### src/rtl/sat_counter.sv
// Saturating up-counter with a synchronous clear that takes priority over
// a same-cycle increment.
module sat_counter #(
  parameter int CNT_W = 8
) (
  input  logic             clk,
  input  logic             rst,
  input  logic             inc,
  input  logic             clr,
  output logic [CNT_W-1:0] count
);

  logic [CNT_W-1:0] count_q, count_d;

  always_comb begin
    count_d = count_q;
    if (clr) begin
      count_d = '0;
    end else if (inc && (count_q != '1)) begin
      count_d = count_q + CNT_W'(1);
    end
  end

  // NOTE: sequential state uses non-blocking assignments so every flop samples pre-edge values.
  always_ff @(posedge clk) begin
    if (rst) begin
      count_q <= '0;
    end else begin
      count_q <= count_d;
    end
  end

  assign count = count_q;

endmodule

### config.mk
export PLATFORM = sky130hd
export DESIGN_NAME = sat_counter
export DESIGN_NICKNAME = d
export VERILOG_FILES = /design/src/rtl/sat_counter.sv
export SDC_FILE = /design/constraint.sdc
export NUM_CORES = 1
export LEC_CHECK = 0
export CORE_AREA = 5 5 42 44
export CTS_CLUSTER_DIAMETER = 40
export CTS_CLUSTER_SIZE = 10
export DETAILED_ROUTE_END_ITERATION = 6
export DIE_AREA = 0 0 47 49
export GPL_TIMING_DRIVEN = 0
export PLACE_DENSITY = 0.64
export SYNTH_ARGS = -nofsm -noshare
export SYNTH_HDL_FRONTEND = slang
export SYNTH_SLANG_ARGS = --single-unit
### constraint.sdc
create_clock -name clk -period 1.9 [get_ports clk]
set_clock_uncertainty 0.1 [all_clocks]
set_input_delay 0.38 -clock clk [delete_from_list [all_inputs] [get_ports clk]]
set_output_delay 0.38 -clock clk [all_outputs]
set_load 0.05 [all_outputs]
==> summary.md <==
| Metric | Value |
|---|---|
| Status | completed |
| Worst R2R Setup Slack | 0.37 ns |
| WHS Path Cells | 2 |
| Top cells by area, synth | dfxtp_1 37%, mux2i_1 9.2%, a2111oi_4 6.3%, nand2_1 5.2%, a21oi_1 4.6% |
| Fin util | 41.5% |
| Worst hold slack | roughly 0.39 ns |
| Syn Inst Count | 47 |
| Cell Area, Placed | 566 um2 |
| Crit Path Class | flop to primary output |
| Port-buffer cells | 11 |
| Worst hold path type | flop to flop |
| Die height | 49 um |
| Tcrit/Tclk final | 91.7% |
| Post-DP HPWL | about 720 um |
| Fmax | 574 MHz |
| Yosys top cell by area | dfxtp_1 |
| Worst path top cell family by delay | buffers and inverters |
| DIE WIDTH | 47 um |
| Tmin final | 1.74 ns |
| Max reg flops | 8 |
| Total nets after synthesis | 52 |
| Vias in the first global route | 384 |
| Syn Std Cell Area | ~440 um2 |
| CTS sink cnt | 8 |
| Detail Route Antenna Nets | 0 |
| Final Slew Violations | 0 |
| Drt wl/cell | 12.3 um |
| Max VDD drop | 0.000304 V |
| Fin Setup TNS | 0 ns |
| Synth cell types | 21 |
| Final hold vios | 0 |
| Yosys warning total | 0 |
| Syn_area_per_cell | 9.26 um2 |
| Pwr/cell area | 563 nW/um2 |
| Yosys top cell area share | 36.8% |
| GPL Wtd Cong | 0.767 |
| Bufs and invs on worst path | 1 |
| Most frequent cells in the layout | 8 x dfxtp_1, 7 x dlygate4sd2_1, 6 x nand2_1 |
| DRT iter0 DRCs | 10 |
| Starting Density | 31.1% |
| Placeable Area | 1400 um2 |
| Max incr delay on CP | 0.57 ns |
| DIE AREA | 2300 um2 |
| Arrival time worst endpoint | 1.26 ns |
| Element type at the critical path start | flop |
| Vias per cell | 5.35 |
| Layout cells sized above 1 | under 10% |
| Clock buffer count from CTS | 3 |
| Reg2reg end | count[6] |
| Commonest non-fill, non-tap cell in the layout | dfxtp_1 |
| Worst slew margin | 66.7% |
| Cell Rows | 14 |
| Area grow syn2layout | 33.6% |
| First-pass GRT wire length | 1680 um |
| Least-Margin Pin Slew | between 0.4 and 0.5 ns |
| Register-to-Register Path Depth | 4 |
| # IOs | 12 |
| Worst Path Required | about 1.4 ns |
| Global route total overflow | 0 |
| R2R Path Start | count[0] |
| TritonRoute pass-1 iters | 3 |
| Largest net degree at the start of global routing | 9 |
| Final setup viols | 0 |
| Leakage power | 0.266 nW |
| Clock Root Buffer | clkbuf_4 |
| Cell-by-cell trace of the critical path | dlygate4sd2_1 |
| Levels on crit path | 1 |
| Initial antenna violation count | 0 |
| Worst Setup SP | count[3] |
| Register area share after synthesis | 36.8% |
| Flops & latches, synth | 8 |
| Max Cap Viol | 0 |
| Ant. Diodes | 0 |
| Critical path endpoint category | primary output |
| H-tree lvl count | 1 |
| Critical Path Slowest Stage Cell | dlygate4sd2_1 |
| Total Routing Usage GR | 10.0% |
| Design area | 582 um2 |
| CTS tree | built |
| WL final | 944 um |
| Critical Path End | count[3] |
| Final net count | 68 |
| RSZ-0062 raised after global routing | no |
| CTS Buffer Depth | 2 |
| Hold-fix buffers, CTS | 0 |
| Vias post-DR | 412 |
| CTS clock-pin slew for the worst setup and hold paths | 0.06 ns |
| Worst skew pair latency | 0.25 ns |
| Final routed DRC violation total | 0 |
| Worst Path Max Fanout | 8 |
==> logic make-up (layout without fill, tap and decap cells) <==
group           after synthesis  after routing  share of synthesized area (%)
fa+ha+maj                     1              1                           2.87
compound gates               10             10                           19.5
mux                           4              4                           9.20
buf+inv                       2             16                           2.59
flops                         8              8                           36.8
simple gates                 22             22                           29.0
==> through the flow <==
step / power [mW] / cells / setup slack, ns
2_1_floorplan: 0.187 / 47 / 0.0457
3_3_place_gp: 0.203 / 74 / 0.0116
3_5_place_dp: 0.203 / 74 / 0.0243
4_1_cts: 0.333 / 77 / 0.0108
5_1_grt: 0.346 / 77 / 0.107
6_report: 0.328 / 77 / 0.157
==> layout make-up <==
class / count / area, um2
flip-flops and latches: 8 / 160
multi-input cells: 37 / 264
fillers: 159 / 820
clock buffers: 3 / 22.5
inverters: 1 / 3.75
well taps: 16 / 20.0
plain buffers: 1 / 7.51
repair buffers: 11 / 104
==> per-layer routing <==
layer  share of wire, %  vias to the layer above  GRT usage [%]
li1                   -                      209              -
met1                 46                      189           14.2
met2                 46                       10           12.7
met3                6.1                        4           3.69
met4                1.9                        0           5.53
met5                  0                        -              0
==> synthesized netlist by cell type (all sizes together) <==
master,n
dfxtp,8
nand2,6
a21oi,4
mux2i,4
a21boi,3
and3,3
or3,3
and4,2
nand3,2
nand4,2
a2111oi,1
a31oi,1
and3b,1
buf,1
ha,1
inv,1
nor2,1
nor4,1
o21ai,1
or4,1
==> report_power, final <==
group | switching (mW) | internal, mW
Sequential | 0.00149 | 0.169
Clock | 0.0572 | 0.0722
Combinational | 0.0161 | 0.0111
==> worst min-delay path by stage <==
stage / startpoint / end / slack (ns)
floorplan: clr / count[5] / 0.34
global placement: count[1] / count[1] / 0.38
detailed placement: count[1] / count[1] / 0.39
CTS: count[1] / count[1] / 0.40
global route: count[1] / count[1] / 0.44
finish: count[1] / count[1] / 0.39
==> what timing repair did <==
action                     4_1_cts  5_1_grt
setup endpoints to repair        7        1
setup buffers                    0        0
resized for setup                7        1
Note: power is estimated with default switching activity, not from simulation.
